[src/rtl/mult_pkg.sv]
// mult_pkg: shared constants and types for the 8x8 multiplier.
//   MULT_W    - operand width (8)
//   PROD_W    - full product width (16)
//   operand_t - one operand or the truncated result
//   product_t - full-width product
package mult_pkg;

  localparam int MULT_W = 8;
  localparam int PROD_W = 16;

  typedef logic [MULT_W-1:0] operand_t;
  typedef logic [PROD_W-1:0] product_t;

endpackage

[src/rtl/multiplier_8x8_if.sv]
// multiplier_8x8_if: operand/result bus between the ALU and the multiplier.
//   DATA1    - multiplicand (ALU -> multiplier)
//   DATA2    - multiplier   (ALU -> multiplier)
//   RESULT   - registered low byte of DATA1 * DATA2
//   OVERFLOW - registered |product[15:8]; present only when
//              MULTIPLIER_OVERFLOW_EN is defined
// Modports: master = ALU side, slave = multiplier side.
interface multiplier_8x8_if;
  import mult_pkg::*;

  operand_t DATA1;
  operand_t DATA2;
  operand_t RESULT;
`ifdef MULTIPLIER_OVERFLOW_EN
  logic     OVERFLOW;

  modport master (output DATA1, output DATA2, input RESULT, input OVERFLOW);
  modport slave  (input DATA1, input DATA2, output RESULT, output OVERFLOW);
`else
  modport master (output DATA1, output DATA2, input RESULT);
  modport slave  (input DATA1, input DATA2, output RESULT);
`endif

endinterface

[src/rtl/mult_full_adder.sv]
// mult_full_adder: 1-bit full adder cell of the multiplier array.
//   a, b, cin - addend bits and carry in
//   sum, cout - sum bit and carry out
module mult_full_adder (
  input  logic a,
  input  logic b,
  input  logic cin,
  output logic sum,
  output logic cout
);

  logic half_sum;

  assign half_sum = a ^ b;
  assign sum      = half_sum ^ cin;
  assign cout     = (a & b) | (cin & half_sum);

endmodule

[src/rtl/multiplier_8x8.sv]
// multiplier_8x8: registered 8x8 shift-and-add array multiplier, low byte out.
//   CLK      - system clock, rising edge
//   RESET    - asynchronous, active-high reset; clears all outputs
//   bus      - multiplier_8x8_if slave: DATA1/DATA2 in, RESULT (and
//              OVERFLOW) out, registered with one cycle of latency
// Build option: MULTIPLIER_OVERFLOW_EN extends the array to the full 16-bit
// product and adds the registered OVERFLOW output (product[15:8] != 0).
// Without it only the low-byte triangle of adder cells is built and carries
// out of bit 7 are dropped; RESULT is the same in both builds.
module multiplier_8x8
  import mult_pkg::*;
(
  input  logic                  CLK,
  input  logic                  RESET,
  multiplier_8x8_if.slave       bus
);

  // Row r adds partial product pp[r] (DATA1 gated by DATA2[r], shifted by r)
  // into the running sum of rows 0..r-1. Each row ripples its own carry.
  // Bits below r are already final and pass straight through.
  for (genvar r = 0; r < MULT_W; r++) begin : g_row
`ifdef MULTIPLIER_OVERFLOW_EN
    // Row r's sum spans bits [r+8:0]; row 0 carries a constant-zero top bit
    // so every row reads the whole of the previous one.
    localparam int W     = MULT_W + r + 1;
    localparam int N_COL = MULT_W;
`else
    localparam int W     = MULT_W;
    localparam int N_COL = MULT_W - r;
`endif

    logic [W-1:0] acc;

    if (r == 0) begin : g_pp0
      assign acc = W'(bus.DATA1 & {MULT_W{bus.DATA2[0]}});
    end else begin : g_add
      for (genvar c = 0; c < N_COL; c++) begin : g_col
        logic cin;
        logic sum;
        logic cout;

        if (c == 0) begin : g_c0
          assign cin = 1'b0;
        end else begin : g_cn
          assign cin = g_col[c-1].cout;
        end

        // Partial-product bit formed at the cell that consumes it.
        mult_full_adder u_fa (
          .a    (g_row[r-1].acc[r+c]),
          .b    (bus.DATA1[c] & bus.DATA2[r]),
          .cin  (cin),
          .sum  (sum),
          .cout (cout)
        );

        assign acc[r+c] = sum;
      end

      assign acc[r-1:0] = g_row[r-1].acc[r-1:0];

`ifdef MULTIPLIER_OVERFLOW_EN
      assign acc[W-1] = g_col[N_COL-1].cout;
`else
      // Carry out of bit 7 has no home in the truncated build.
      logic carry_unused;
      assign carry_unused = g_col[N_COL-1].cout;
`endif
    end
  end

  operand_t result_q;

`ifdef MULTIPLIER_OVERFLOW_EN
  product_t product;
  logic     overflow_q;

  assign product = g_row[MULT_W-1].acc;

  always_ff @(posedge CLK or posedge RESET) begin
    if (RESET) begin
      result_q   <= '0;
      overflow_q <= 1'b0;
    end else begin
      result_q   <= product[MULT_W-1:0];
      overflow_q <= |product[PROD_W-1:MULT_W];
    end
  end

  assign bus.OVERFLOW = overflow_q;
`else
  always_ff @(posedge CLK or posedge RESET) begin
    if (RESET) begin
      result_q <= '0;
    end else begin
      result_q <= g_row[MULT_W-1].acc;
    end
  end
`endif

  assign bus.RESULT = result_q;

endmodule

[src/flat_wrapper.sv]
// flat-port wrapper written by rule: the top's interface ports become plain ports
module multiplier_8x8_flat import mult_pkg::*;
  (CLK, RESET, bus_DATA1, bus_DATA2, bus_RESULT);
  multiplier_8x8_if bus_i ();
  input  logic CLK;
  input  logic RESET;
  input wire logic [$bits(bus_i.DATA1)-1:0] bus_DATA1;
  input wire logic [$bits(bus_i.DATA2)-1:0] bus_DATA2;
  output wire logic [$bits(bus_i.RESULT)-1:0] bus_RESULT;
  assign bus_i.DATA1 = bus_DATA1;
  assign bus_i.DATA2 = bus_DATA2;
  assign bus_RESULT = bus_i.RESULT;
  multiplier_8x8 u_core (.CLK(CLK), .RESET(RESET), .bus(bus_i));
endmodule
[config.mk]
export PLATFORM = sky130hd
export DESIGN_NAME = multiplier_8x8_flat
export DESIGN_NICKNAME = d
export VERILOG_FILES = /design/src/rtl/mult_pkg.sv /design/src/rtl/multiplier_8x8_if.sv /design/src/rtl/mult_full_adder.sv /design/src/rtl/multiplier_8x8.sv /design/src/flat_wrapper.sv
export SDC_FILE = /design/constraint.sdc
export NUM_CORES = 1
export LEC_CHECK = 0
export CORE_ASPECT_RATIO = 1.4
export CORE_MARGIN = 4
export CORE_UTILIZATION = 47
export DETAILED_ROUTE_END_ITERATION = 8
export PLACE_DENSITY = 0.79
export SETUP_SLACK_MARGIN = 0.2
export SLEW_MARGIN = 0
export SYNTH_ARGS = -nofsm -noshare
export SYNTH_HDL_FRONTEND = slang
export SYNTH_SLANG_ARGS = --single-unit
[constraint.sdc]
create_clock -name CLK -period 0.8 [get_ports CLK]
set_clock_uncertainty 0.2 [all_clocks]
set_input_delay 0.2 -clock CLK [delete_from_list [all_inputs] [get_ports CLK]]
set_output_delay 0.2 -clock CLK [all_outputs]
set_load 0.01 [all_outputs]
# Word-level counts from Yosys, hierarchy flattened
# Cells that the tools add are included.
# op_classes
n_lt_le_gt_ge	0
n_mux	0
addsub	0
div_mod_pow	0
bitwise	129
eq_ne	0
shifts	0
n_mul	0
n_reduce_logical	0
# op_table
operator	n
$and 1x1->1	64
$xor 1x1->1	49
$or 1x1->1	15
$and 8x8->8	1
# totals
regBits	8
mem_bits_rw	0
in_bits	18
latch_bits	0
n_memories	0
word_cells	130
romBits	0

# Depth between registers and ports, before layout
# logic_depth
depth_word	24
mapped_depth	22
ltp_nobuf	22

# Modules after synthesis
# A second synthesis with hierarchy kept.
# unflattened
hier_cells	74
hier_area_um2	993.5
# by_module_without_submodules
module	cells_each	instances	seq_area_each_um2	area_per_inst_um2
mult_full_adder	1	28	0.0	20.0
multiplier_8x8	46	1	200.2	432.9

# Worst setup path after synthesis
# Ideal clock, no wire load.
# synth_timing
kind	input port to flip-flop
from	input bus_DATA2[1]
to	register u_core.result_q[7], in the netlist u_core.bus.RESULT[7]
arrival_ps	5571
t_required_ps	466
cell_stages	20
setup_slack_ps	-5104
cell_sequence	and2_2 -> ha_1 -> inv_1 -> fa_1 -> fa_1 -> inv_1 -> fa_1 -> fa_1 -> fa_1 -> fa_1 -> fa_1 -> fa_1 -> inv_1 -> fa_1 -> inv_1 -> ha_1 -> xor2_1 -> xnor2_1 -> xnor2_1 -> xnor3_1
# synth_via
elab_chain_cells	24
elab_cells_between_ends	101
# synth_lines
element	line	rtl
start: declaration	flat_wrapper.sv:8	input wire logic [$bits(bus_i.DATA2)-1:0] bus_DATA2;
$and 1x1->1	multiplier_8x8.sv:51	.b (bus.DATA1[c] & bus.DATA2[r]),
$and 1x1->1 or $xor 1x1->1 (tied branches)	mult_full_adder.sv:16, mult_full_adder.sv:14	
$and 1x1->1	mult_full_adder.sv:16	assign cout = (a & b) | (cin & half_sum);
$or 1x1->1	mult_full_adder.sv:16	
$and 1x1->1 or $xor 1x1->1 (tied branches)	mult_full_adder.sv:16, mult_full_adder.sv:15	
$or 1x1->1 or $xor 1x1->1 (tied branches)	mult_full_adder.sv:16, mult_full_adder.sv:14	
$and 1x1->1 or $xor 1x1->1 (tied branches)	mult_full_adder.sv:16, mult_full_adder.sv:15	
$or 1x1->1 or $xor 1x1->1 (tied branches)	mult_full_adder.sv:16, mult_full_adder.sv:14	
[... 9 more ...]	n/a	
$xor 1x1->1 or $or 1x1->1 (tied branches)	mult_full_adder.sv:14, mult_full_adder.sv:16	
$xor 1x1->1 or $and 1x1->1 (tied branches)	mult_full_adder.sv:15, mult_full_adder.sv:16	
$xor 1x1->1 or $or 1x1->1 (tied branches)	mult_full_adder.sv:14, mult_full_adder.sv:16	
$xor 1x1->1	mult_full_adder.sv:15	assign sum = half_sum ^ cin;
$xor 1x1->1	mult_full_adder.sv:14	assign half_sum = a ^ b;
$xor 1x1->1 (*)	mult_full_adder.sv:15	
$xor 1x1->1 (*)	mult_full_adder.sv:14	
via u_core.g_row[7].g_add.g_col[0].sum	multiplier_8x8.sv:39	logic sum;
end signal: assignment	multiplier_8x8.sv:96	result_q <= g_row[MULT_W-1].acc;
end: declaration	multiplier_8x8.sv:72	operand_t result_q;
# Mark *: on every way through the listed nets, which the timed path passes. The rest lies on a longest branch.

# Final worst setup path
# layout_timing
from	input bus_DATA1[0]
to	register u_core.result_q[7], in the netlist u_core.bus.RESULT[7]
# layout_via
elab_chain_cells	24
elab_cells_between_ends	90
# layout_lines
element	line	rtl
start: declaration	flat_wrapper.sv:7	input wire logic [$bits(bus_i.DATA1)-1:0] bus_DATA1;
$and 1x1->1	multiplier_8x8.sv:51	
$and 1x1->1 (2 in a row)	mult_full_adder.sv:16	
$or 1x1->1	mult_full_adder.sv:16	
$and 1x1->1 or $xor 1x1->1 (tied branches)	mult_full_adder.sv:16, mult_full_adder.sv:15	
$or 1x1->1 or $xor 1x1->1 (tied branches)	mult_full_adder.sv:16, mult_full_adder.sv:14	
$and 1x1->1 or $xor 1x1->1 (tied branches)	mult_full_adder.sv:16, mult_full_adder.sv:15	
$or 1x1->1 or $xor 1x1->1 (tied branches)	mult_full_adder.sv:16, mult_full_adder.sv:14	
$and 1x1->1 or $xor 1x1->1 (tied branches)	mult_full_adder.sv:16, mult_full_adder.sv:15	
[... 8 more ...]	n/a	
$xor 1x1->1 or $or 1x1->1 (tied branches)	mult_full_adder.sv:14, mult_full_adder.sv:16	
$xor 1x1->1 or $and 1x1->1 (tied branches)	mult_full_adder.sv:15, mult_full_adder.sv:16	
$xor 1x1->1 or $or 1x1->1 (tied branches)	mult_full_adder.sv:14, mult_full_adder.sv:16	
$xor 1x1->1	mult_full_adder.sv:15	
$xor 1x1->1	mult_full_adder.sv:14	
$xor 1x1->1	mult_full_adder.sv:15	
$xor 1x1->1 (*)	mult_full_adder.sv:14	
via u_core.g_row[7].g_add.g_col[0].sum	multiplier_8x8.sv:39	
# Marked as above.

==> impl_metrics.csv <==
group,metric,value,unit
status,status,"finished, violations left",
cells_and_area,drive_above_1_share,41.1,%
clock_tree,clockBufferDepth,2,
timing,fin_crit_sh,705,%
place,portBuffers,25,
synthesis,synth_edf_count,0,
route,via_per_inst,4.80,
power_and_ir_drop,p_per_area,1830,nW/µm²
place,routabilityCongestion,0.809,
worst_setup_path,cp-start-kind,"primary input",
timing,finalHoldViolCount,0,
cells_and_area,syn_to_final_growth,54.5,%
synthesis,synth_cell_type_count,10,
timing,fin_ws,-4.84,ns
floorplan,rows,18,
global_route,grt_pass1_vias,833,
clock_tree,cts_sinks,8,
timing,grt_setup_unrepaired,"true",
place,dp.final_hpwl,1640,µm
clock_tree,ctsHoldBuffers,0,
power_and_ir_drop,leakagePower,0.633,nW
floorplan,dieArea,2740,µm²
timing,drv_slew,0,
route,ant_nets,0,
timing,max_freq,0.177,GHz
route,wirelength,2070,µm
power_and_ir_drop,peakVddDrop,1.53,mV
global_route,gr-usage-all-layers,19.1,%
synthesis,synthesis.area,921,µm²
route,vias,715,
synthesis,synth.top_cell.area_share,32.6,%
global_route,grt_overflow,0,
cells_and_area,largest_register_ffs,8,
flow_run,drv_cap,0,
route,drtIter0Drc,2,
cells_and_area,antenna_cells,0,
clock_tree,h-tree-depth,1,
floorplan,core,1820,µm²
timing,tns,-19.27,ns
synthesis,synth_area_leader_cell,"fa_1",
route,wire_per_inst,13.9,µm
floorplan,initial_core_util,50.5,%
synthesis,synth_area_leaders,"fa_1 (33%), dfrtp_1 (22%), and2_1 (12%)",
global_route,grt_first_pass_wirelength,3620,µm
route,dr.pass1.iters,2,
worst_setup_path,path_class,"in -> reg",
synthesis,syn_inst,88,
cells_and_area,final_nets,170,
floorplan,pin_count,26,
place,pre_cts_ws,-5.63,ns
route,drc_errors,0,
timing,whs,0.0447,ns
clock_tree,cts_tree,"yes",
worst_setup_path,cp.arrival,5.57,ns
synthesis,yosysWarnings,0,
worst_setup_path,end_kind,"flop",
clock_tree,path_clk_slew,0.05,ns
global_route,grt_max_degree,9,
cells_and_area,fillerInstances,113,
timing,period_minus_slack,5.64,ns
timing,tightest_slew,0.196,ns
synthesis,ys_top_cells_by_count,"and2_1 (17), nand2_1 (17), fa_1 (15), inv_1 (11), xnor2_1 (9)",
floorplan,die_h,60.4,µm
timing,setup_viol,14,
synthesis,syn_avg_cell_area,10.5,µm²
synthesis,yosys_register_bits,8,
status,violations,"setup timing",
synthesis,ys_async_sr_fraction,100,%
synthesis,syn_nets,127,
worst_hold_path,hold_path.class,"in -> async",
timing,slew_headroom,86.8,%
worst_setup_path,path_max_fanout,2,
global_route,antenna_found_initial,0,
synthesis,synth_ff_type,"dfrtp_1",
floorplan,die_x,45.4,µm
worst_setup_path,required,0.72,ns
cells_and_area,multi_input_area,788,µm²
cells_and_area,register_area,200,µm²
clock_tree,numCtsBuffers,3,
synthesis,synth.yosys.seq_area_share,21.7,%
clock_tree,cts-root-buf,"clkbuf_4",
==> cell type report <==
cell class	instances	share of cell area, %
tap	20	1.76
sequential	8	14.1
timing repair buffer	38	24.3
clock buffer	3	1.58
inverter	11	2.90
multi-input combinational	69	55.4
==> placed cells by master (no fill, tap or decap) <==
cell             count
and2_1              15
and2_2               1
and2_4               3
buf_12               1
buf_2                7
buf_4               10
buf_6                5
buf_8                2
clkbuf_4             3
clkdlybuf4s50_1     12
dfrtp_1              8
dlygate4sd2_1        1
fa_1                 7
fa_2                 8
ha_4                 6
inv_1                5
inv_2                6
nand2_1             17
xnor2_1              9
xnor3_1              1
xor2_1               1
xor2_2               1
==> per-stage QoR <==
stage | std cells | area, µm² | power (mW) | utilization (%)
final | 149 | 1420 | 2.60 | 78.0
after detailed placement | 145 | 1340 | 2.19 | 73.5
after CTS | 149 | 1420 | 2.58 | 77.6
after global placement | 145 | 1340 | 2.14 | 73.5
after floorplan | 88 | 962 | 1.58 | -
after global routing | 149 | 1420 | 2.86 | 78.0
==> critical path, cell delays in order <==
cell and delay [ns]:
buf_8 0.07, and2_4 0.14, ha_4 0.12, inv_2 0.03
fa_2 0.33, fa_2 0.53, inv_2 0.04, fa_2 0.35
fa_2 0.44, fa_2 0.38, fa_2 0.39, fa_1 0.47
fa_1 0.56, inv_2 0.04, fa_1 0.51, inv_2 0.05
ha_4 0.16, xor2_2 0.17, xnor2_1 0.17, xnor2_1 0.14
xnor3_1 0.24
==> worst paths after layout <==
check	slack (ns)	start	cells after the start	to
setup / recovery	-4.84	bus_DATA1[0]	21	u_core.bus.RESULT[7]
hold / removal	0.04	RESET	3	u_core.bus.RESULT[4]
max in group asynchronous	0.26	RESET	3	u_core.bus.RESULT[5]
min in group CLK	0.10	bus_DATA2[1]	3	u_core.bus.RESULT[1]
==> kinds of logic (layout without fill, tap and decap cells) <==
| group | after synthesis | after routing | synth area share, % |
|---|---|---|---|
| flops | 8 | 8 | 21.7 |
| simple gates | 36 | 36 | 20.1 |
| xor+xnor | 12 | 12 | 12.9 |
| buf+inv | 11 | 52 | 4.48 |
| fa+ha+maj | 21 | 21 | 40.8 |
==> layer usage <==
metal	wire length (µm)	vias up	track usage (%)	part of all wire [%]
li1	-	344	-	-
met1	729	342	20.0	35
met2	1200	23	35.3	58
met3	81	6	1.78	3.9
met4	64	0	11.7	3.1
met5	0	-	0	0
==> repair_timing <==
item / in CTS / in global routing
setup buffers: 1 / 0
resized for setup: 68 / 2
pin swaps: 20 / 5
endpoints found under the hold margin: 0 / 0
setup endpoints to repair: 16 / 16
==> where the power goes <==
group          internal [mW]  switching [mW]
clock                  0.171           0.129
combinational          0.927           0.794
sequential             0.550          0.0263
total                   1.65           0.950
No activity file was read; power rests on OpenSTA's default activity.
